$ cat src/rtl/axis_chk_pkg.sv
// Shared types and constants for the multi-lane AXI-Stream packet checker.
package axis_chk_pkg;

    typedef enum logic [1:0] {
        IDLE = 2'd0,
        RUN  = 2'd1,
        DONE = 2'd2
    } lane_state_e;

    localparam int ERR_LEN  = 0;
    localparam int ERR_KEEP = 1;
    localparam int ERR_OVR  = 2;

    // Fibonacci taps for x^16 + x^14 + x^13 + x^11 + 1 (bits 15, 13, 12, 10).
    localparam logic [15:0] LFSR_TAPS = 16'hB400;

endpackage

$ cat src/rtl/axis_chk_lane.sv
// One receive lane: packet FSM, beat/packet counters, length/keep/overrun
// checks and the free-running throttle LFSR.
module axis_chk_lane
    import axis_chk_pkg::*;
#(
    parameter int          DW       = 512,
    parameter int          THROTTLE = 0,
    parameter logic [15:0] SEED     = 16'd1
) (
    input  logic            clk,
    input  logic            resetn,
    input  logic            start_i,
    input  logic [15:0]     packet_count_i,
    input  logic [15:0]     packet_size_i,
    input  logic [DW/8-1:0] tkeep_i,
    input  logic            tlast_i,
    input  logic            tvalid_i,
    output logic            tready_o,
    output logic            done_o,
    output logic [2:0]      error_o,
    output logic [15:0]     rx_packets_o
);

    localparam int BPB   = DW / 8;
    localparam int SHIFT = $clog2(BPB);

    lane_state_e     state_q, state_d;
    logic [15:0]     lfsr_q;
    logic [15:0]     beat_cnt_q;
    logic [15:0]     rx_q;
    logic [15:0]     count_q;
    logic [16:0]     last_idx_q;
    logic [BPB-1:0]  keep_last_q;
    logic [2:0]      err_q;

    logic [16:0]     beats_exp;
    logic [15:0]     rem;
    logic [BPB-1:0]  keep_last_d;
    logic            hs;
    logic            run_last;
    logic            final_pkt;
    logic [15:0]     rx_inc;

    always_comb begin
        beats_exp = ({1'b0, packet_size_i} + 17'(BPB - 1)) >> SHIFT;
        rem       = packet_size_i & 16'(BPB - 1);
        for (int k = 0; k < BPB; k++) begin
            keep_last_d[k] = (rem == 16'd0) || (16'(k) < rem);
        end
    end

    assign hs        = tvalid_i & tready_o;
    assign run_last  = hs && tlast_i && (state_q == RUN);
    assign rx_inc    = rx_q + 16'd1;
    assign final_pkt = run_last && (rx_inc == count_q);

    always_ff @(posedge clk or negedge resetn) begin
        if (!resetn) begin
            state_q <= IDLE;
        end else begin
            state_q <= state_d;
        end
    end

    always_comb begin
        // NOTE: default first so every path assigns state_d and no latch is inferred.
        state_d = state_q;
        if (start_i) begin
            state_d = (packet_count_i == 16'd0 || packet_size_i == 16'd0) ? DONE : RUN;
        end else if (final_pkt) begin
            state_d = DONE;
        end
    end

    always_comb begin
        tready_o = 1'b0;
        done_o   = 1'b0;
        case (state_q)
            RUN:     tready_o = (THROTTLE != 0) ? (lfsr_q[0] | lfsr_q[1]) : 1'b1;
            DONE: begin
                tready_o = 1'b1;
                done_o   = 1'b1;
            end
            default: ;
        endcase
    end

    // start takes priority over any handshake in the same cycle, discarding that beat.
    always_ff @(posedge clk or negedge resetn) begin
        if (!resetn) begin
            // NOTE: non-blocking assignments so every register samples pre-edge values.
            lfsr_q      <= SEED;
            beat_cnt_q  <= 16'd0;
            rx_q        <= 16'd0;
            count_q     <= 16'd0;
            last_idx_q  <= 17'd0;
            keep_last_q <= '0;
            err_q       <= 3'd0;
        end else begin
            lfsr_q <= {lfsr_q[14:0], ^(lfsr_q & LFSR_TAPS)};
            if (start_i) begin
                beat_cnt_q  <= 16'd0;
                rx_q        <= 16'd0;
                err_q       <= 3'd0;
                count_q     <= packet_count_i;
                last_idx_q  <= beats_exp - 17'd1;
                keep_last_q <= keep_last_d;
            end else if (hs && state_q == DONE) begin
                err_q[ERR_OVR] <= 1'b1;
            end else if (hs && state_q == RUN) begin
                if (tlast_i) begin
                    beat_cnt_q <= 16'd0;
                    rx_q       <= rx_inc;
                    if ({1'b0, beat_cnt_q} != last_idx_q) err_q[ERR_LEN] <= 1'b1;
                    if (tkeep_i != keep_last_q)           err_q[ERR_KEEP] <= 1'b1;
                end else begin
                    if (beat_cnt_q != 16'hFFFF) beat_cnt_q <= beat_cnt_q + 16'd1;
                    if ({1'b0, beat_cnt_q} >= last_idx_q) err_q[ERR_LEN] <= 1'b1;
                    if (tkeep_i != '1)                     err_q[ERR_KEEP] <= 1'b1;
                end
            end
        end
    end

    assign error_o      = err_q;
    assign rx_packets_o = rx_q;

endmodule

$ cat config.mk
export PLATFORM = sky130hd
export DESIGN_NAME = axis_chk_lane
export DESIGN_NICKNAME = d
export VERILOG_FILES = /design/src/rtl/axis_chk_pkg.sv /design/src/rtl/axis_chk_lane.sv
export SDC_FILE = /design/constraint.sdc
export NUM_CORES = 1
export LEC_CHECK = 0
export ABC_AREA = 1
export CORE_MARGIN = 2
export CORE_UTILIZATION = 45
export DETAILED_ROUTE_END_ITERATION = 10
export PLACE_DENSITY = 0.67
export SLEW_MARGIN = 10
export SYNTH_ARGS = -nofsm -noshare
export SYNTH_HDL_FRONTEND = slang
export SYNTH_SLANG_ARGS = --single-unit
export TNS_END_PERCENT = 20
$ cat constraint.sdc
create_clock -name clk -period 4.2 [get_ports clk]
set_clock_uncertainty 0.1 [all_clocks]
set_input_delay 0.84 -clock clk [delete_from_list [all_inputs] [get_ports clk]]
set_output_delay 0.84 -clock clk [all_outputs]
set_load 0.005 [all_outputs]
==> run summary, run 1 <==
endpoint type of the worst setup path -> register
GRT met1 Usage -> 32.7%
CTS Buffer Depth -> 2
PwrDens -> 338 nW/um2
FMAX -> 344 MHz
Area Growth Syn to Fin -> 25.2%
Tmin final -> 2910 ps
Compound-Gate Fraction of Synth Area -> 12.4%
Hold Path Stages -> 2
CTS tree -> yes
WP data required -> 4390 ps
first-pass GRT wire length -> 37.4 mm
clock slew at reported path FFs -> 60 ps
ant diodes -> 0
Syn Nets -> 1247
CTS H-tree lvls -> 4
mux share of post-synthesis cell area -> 0.122%
drt total wl -> 22.6 mm
vias in the first global route -> 7347
Post-CTS Setup Bufs -> 0
Synth Area in XOR/XNOR -> 4.44%
clk sinks -> 129
number of buffers added on ports -> 121
Final TNS setup -> 0 ps
most frequent cell after synthesis -> nand2_1
Worst-Margin Slew -> 793 ps
kind of critical path -> input pin to register
hold_buf cts -> 0
I/O pin total -> 122
Worst-Skew Late Latency -> 420 ps
Design Area, Final -> 10300 um2
GRT met3 Usage -> 4.04%
first drt pass iteration count -> 5
Detail Route Antenna Nets -> 0
CP peak stage delay -> 570 ps
Hold Slack -> 385 ps
RSZ-0062 raised after global routing -> no
predominant post-synthesis flop cell -> dfrtp_1
Unique masters post-synth -> 49
largest net degree at the start of global routing -> 72
Hold EP -> last_idx_q[6]
Initial Utilization -> 45.8%
drt initial violations -> 524
cell count after synthesis -> 1124
Die Span Y -> 139 um
worst hold path class -> register to register
GRT Overall Usage -> 23.9%
FF-to-FF setup slack -> 1790 ps
Die Width -> 139 um
GPL Wtd Cong -> 0.938
CP arrival -> 3100 ps
top cells by count, synth -> nand2_1, inv_1, dfrtp_1
post-synth top area share -> 39.4%
Post-synth ARST share -> 100%
wire length per cell -> 15.2 um
DR vias -> 7829
largest family of logic cells by synthesized area -> simple AND/OR/NAND/NOR gates
clk root buf -> clkbuf_16
synthesized area -> 8190 um2
Rel. slew slack -> 47.1%
max cap viols -> 0
sequential fraction of the synthesis area -> 39.4%
vias per cell -> 5.25
critical path startpoint category -> input pin
core box area -> 17900 um2
VDD IR max -> 308 uV
Hold Fails Final Rpt -> 0
layout cells sized above 1 -> 7.52%
Synth Area in Simple Gates -> 31.8%
Post-CTS Resized -> 0
Critical Path Slowest Stage Cell -> clkdlybuf4s50_1
yosys warns -> 0
crit-path max FO -> 14
most used routing layer -> met2
Avg Inst Size Synth -> 7.29 um2
die area -> 19300 um2
# rows -> 49
DP HPWL -> 17.0 mm
Congestion Overflow GR -> 0
Synth Area in Adders -> 3.36%
RR Endpoint -> error_o[0]
Cell Chain, Critical Path -> clkdlybuf4s50_1 -> inv_4 -> nand2_4 -> nor2_4 -> nand2_4 -> or2_4 -> nand2_1 -> ha_1 -> nand3_1 -> nor2_4 -> nand3_1 -> nand3_2 -> o21ai_2
Worst Min Path Start -> last_idx_q[6]
r2r worst-path depth -> 8
dominant cell type by area after synthesis -> dfrtp_1
synthesis-stage register bit count -> 129
r2r startpoint -> beat_cnt_q[8]
leakage power -> 4.72 nW
Nets -> 1373
final setup violation count -> 0
status -> completed
Max Slew Vio Count -> 0
EDFF count, synth -> 0
initial antenna violation count -> 0
placed cell area -> 9640 um2
met2 Use GR -> 39.3%
CTS Buf Count -> 17
# DRC -> 0
Area contributors post-synth -> dfrtp_1, nand2_1, inv_1, o21ai_0, nor2_1
share of the cycle needed by the critical path after routing -> 69.2%
[layer usage]
layer / vias to the layer above / share of wire (%)
met5: - / 0
met4: 0 / 1.8
met3: 27 / 4.9
met2: 227 / 47
met1: 3631 / 46
li1: 3944 / -
[where the power goes]
| part | switching, mW | internal, mW | total (mW) |
|---|---|---|---|
| combinational | 0.303 | 0.228 | 0.531 |
| sequential | 0.0481 | 1.33 | 1.37 |
| clock | 0.579 | 0.981 | 1.56 |
| total | 0.930 | 2.53 | 3.46 |
[how the worst max path moves through the flow]
stage | startpoint | end | slack (ps) | cells after the start
floorplan | packet_size_i[4] | last_idx_q[10] | 1570 | 13
global placement | packet_size_i[2] | last_idx_q[10] | 930 | 13
detailed placement | packet_size_i[2] | last_idx_q[10] | 890 | 13
CTS | packet_size_i[2] | last_idx_q[10] | 1320 | 13
global route | packet_size_i[4] | last_idx_q[10] | 1130 | 13
finish | packet_size_i[2] | last_idx_q[10] | 1290 | 13
[state kept, by name, summed over array words and instances, names as in the netlist]
| register | flops |
|---|---|
| count_q | 16 |
| last_idx_q | 12 |
| rx_packets_o | 16 |
| error_o | 3 |
| keep_last_q | 64 |
| beat_cnt_q | 16 |
| state_q | 2 |
[kinds of logic (layout without fill, tap and decap cells)]
family                   after synthesis  count (layout)
flip-flops                           129             129
buffers and inverters                177             316
AND/OR/NAND/NOR                      578             578
multiplexers                           1               1
AO/OA/AOI/OAI                        177             177
XOR/XNOR                              40              40
adder cells (fa/ha/maj)               22              22
[critical path, delay by kind of cell]
kind,cells,cell delay [ps]
and+or+nand+nor,9,1240
buffers and inverters,2,740
adders and majority gates,1,210
AOI/OAI and AO/OA,1,50
[metrics by stage]
step / utilization, % / setup slack, ps / power, mW / instances
6_report: 57.3 / 1290 / 3.46 / 1492
5_1_grt: 57.3 / 1130 / 3.61 / 1492
4_1_cts: 57.3 / 1320 / 3.48 / 1492
3_5_place_dp: 53.8 / 887 / 1.92 / 1460
3_3_place_gp: 53.8 / 927 / 1.92 / 1460
2_1_floorplan: - / 1570 / 1.68 / 1124
[area by class of cell]
cell class	count	area (um2)
well taps	229	287
inverters	156	588
flip-flops and latches	129	3230
multi-input cells	818	4270
clock buffers	20	467
repair buffers	128	1270
fillers	1689	7640
clock inverters	12	156
[cells in the final DEF (no fill, tap or decap), types with 7 or more instances in the layout]
master,count
xnor2_1,17
clkdlybuf4s50_1,119
inv_1,149
nand2_2,9
clkbuf_16,17
o22ai_1,24
nand4_1,35
nor3_1,24
nor2_1,119
or2_2,15
nor4_1,10
xor2_1,22
o21ai_0,91
nand2_1,280
nand3_1,59
dfrtp_1,129
ha_1,22
buf_4,7
a21oi_1,27
No activity file was read; power rests on OpenSTA's default activity.
==> inputs of run 2 (changes only) <==
==> constraint.sdc (replaced) <==
create_clock -name clk -period 3 [get_ports clk]
set_clock_uncertainty 0.1 [all_clocks]
set_input_delay 0.6 -clock clk [delete_from_list [all_inputs] [get_ports clk]]
set_output_delay 0.6 -clock clk [all_outputs]
set_load 0.005 [all_outputs]
==> run summary, run 2 (synthesis gave the netlist of run 1 again) <==
status -> completed
Most flops, register -> keep_last_q
number of buffers added on ports -> 121
Comb power frac -> 14.7%
largest net degree at the start of global routing -> 68
share of the cycle needed by the critical path after routing -> 85.8%
Detail Route Antenna Nets -> 0
WP data required -> 3180 ps
DR vias -> 7935
CTS tree -> yes
kind of critical path -> input pin to register
worst hold path class -> input pin to async pin
DP HPWL -> 17.4 mm
CTS Buf Count -> 17
Power Internal -> 3.85 mW
first drt pass iteration count -> 4
GRT Overall Usage -> 23.9%
clock power share -> 47.8%
vias in the first global route -> 7583
Max Slew Vio Count -> 0
r2r worst-path depth -> 12
FMAX -> 388 MHz
Sw Share -> 25.1%
CTS H-tree lvls -> 4
RSZ-0062 raised after global routing -> no
Worst Setup SP -> packet_size_i[4]
final setup violation count -> 0
die area -> 19300 um2
WP buf/inv -> 2
CTS Buffer Depth -> 2
net switching power -> 1.29 mW
GPL Wtd Cong -> 0.941
critical path startpoint category -> input pin
Critical Path Slowest Stage Cell -> clkdlybuf4s50_1
layout cells sized above 1 -> 8.68%
r2r startpoint -> state_q[0]
commonest non-fill, non-tap cells in the layout -> nand2_1, inv_1, dfrtp_1
FF-to-FF setup slack -> 780 ps
endpoint type of the worst setup path -> register
max cap viols -> 0
vias per cell -> 5.26
drt total wl -> 22.7 mm
Tmin final -> 2570 ps
VDD IR max -> 423 uV
Congestion Overflow GR -> 0
Area Growth Syn to Fin -> 27.6%
sequential share of power -> 37.4%
Worst-Skew Late Latency -> 420 ps
Post-CTS Resized -> 0
initial antenna violation count -> 0
crit-path max FO -> 8
Hold Fails Final Rpt -> 0
Post-CTS Setup Bufs -> 0
PwrDens -> 491 nW/um2
first-pass GRT wire length -> 37.4 mm
clock slew at reported path FFs -> 60 ps
# DRC -> 0
I/O pin total -> 122
RR Endpoint -> beat_cnt_q[10]
Final TNS setup -> 0 ps
clk sinks -> 129
Hold Slack -> 93.5 ps
Cell Chain, Critical Path -> clkdlybuf4s50_1 -> inv_2 -> nand2_4 -> nor2_4 -> nand2_4 -> or2_4 -> nand2_1 -> ha_1 -> nand3_1 -> nor2_4 -> nand3_1 -> nand3_2 -> o21ai_2
CP arrival -> 2750 ps
Initial Utilization -> 45.8%
Rel. slew slack -> 56.9%
wire length per cell -> 15.1 um
# rows -> 49
Die Width -> 139 um
Die Span Y -> 139 um
hold_buf cts -> 0
most common cell after layout, fill and taps aside -> nand2_1
drt initial violations -> 479
number of flip-flops in the largest register -> 64
ant diodes -> 0
CP peak stage delay -> 490 ps
clk root buf -> clkbuf_16
core box area -> 17900 um2
Worst-Margin Slew -> 647 ps
leakage power -> 4.84 nW
CP top delay family -> simple AND/OR/NAND/NOR gates
Nets -> 1389
==> run 2: changes by cell type in the layout (fill, tap and decap cells not counted), sizes merged <==
cell / previous run / this run
clkbuf: 20 / 18
buf: 9 / 25
clkinvlp: 4 / 1
bufinv: 3 / 7
clkinv: 5 / 6
==> run 2: per-stage QoR <==
stage	worst slack [ps]	area, um2	power [mW]	cells	util (%)
2_1_floorplan	613	8190	2.35	1124	-
3_3_place_gp	97.1	9760	2.70	1476	54.5
3_5_place_dp	26.5	9760	2.71	1476	54.5
4_1_cts	461	10500	5.16	1508	58.4
5_1_grt	273	10500	5.35	1508	58.4
6_report	426	10500	5.14	1508	58.4
==> run 2: how the worst max path moves through the flow <==
| stage | endpoint | slack (ps) | cells after the start |
|---|---|---|---|
| after floorplan | last_idx_q[10] | 610 | 13 |
| after global placement | last_idx_q[10] | 100 | 13 |
| after detailed placement | last_idx_q[10] | 30 | 13 |
| after CTS | last_idx_q[10] | 460 | 13 |
| after global routing | last_idx_q[10] | 270 | 13 |
| final | last_idx_q[10] | 430 | 13 |
==> run 2: power groups by stage <==
stage	registers [mW]	clock network, mW	logic [mW]
5_1_grt	1.94	2.56	0.855
6_report	1.92	2.46	0.758
3_3_place_gp	1.95	0	0.749
4_1_cts	1.92	2.48	0.762
2_1_floorplan	1.93	0	0.415
3_5_place_dp	1.95	0	0.759
==> run 2: metal layers <==
| layer | up-vias | routed length, um | track usage (%) | part of all wire [%] |
|---|---|---|---|---|
| met1 | 3702 | 10400 | 32.6 | 46 |
| met4 | 0 | 522 | 8.08 | 2.3 |
| li1 | 3978 | - | - | - |
| met3 | 33 | 1140 | 4.42 | 5.0 |
| met5 | - | 0 | 0 | 0 |
| met2 | 222 | 10600 | 38.5 | 47 |
==> run 2: layout make-up <==
class,instances,area (um2)
Timing Repair Buffer,144,1390
Inverter,156,588
Fill cell,1675,7450
Multi-Input combinational cell,818,4270
Clock inverter,14,259
Clock buffer,18,439
Tap cell,229,287
Sequential cell,129,3230
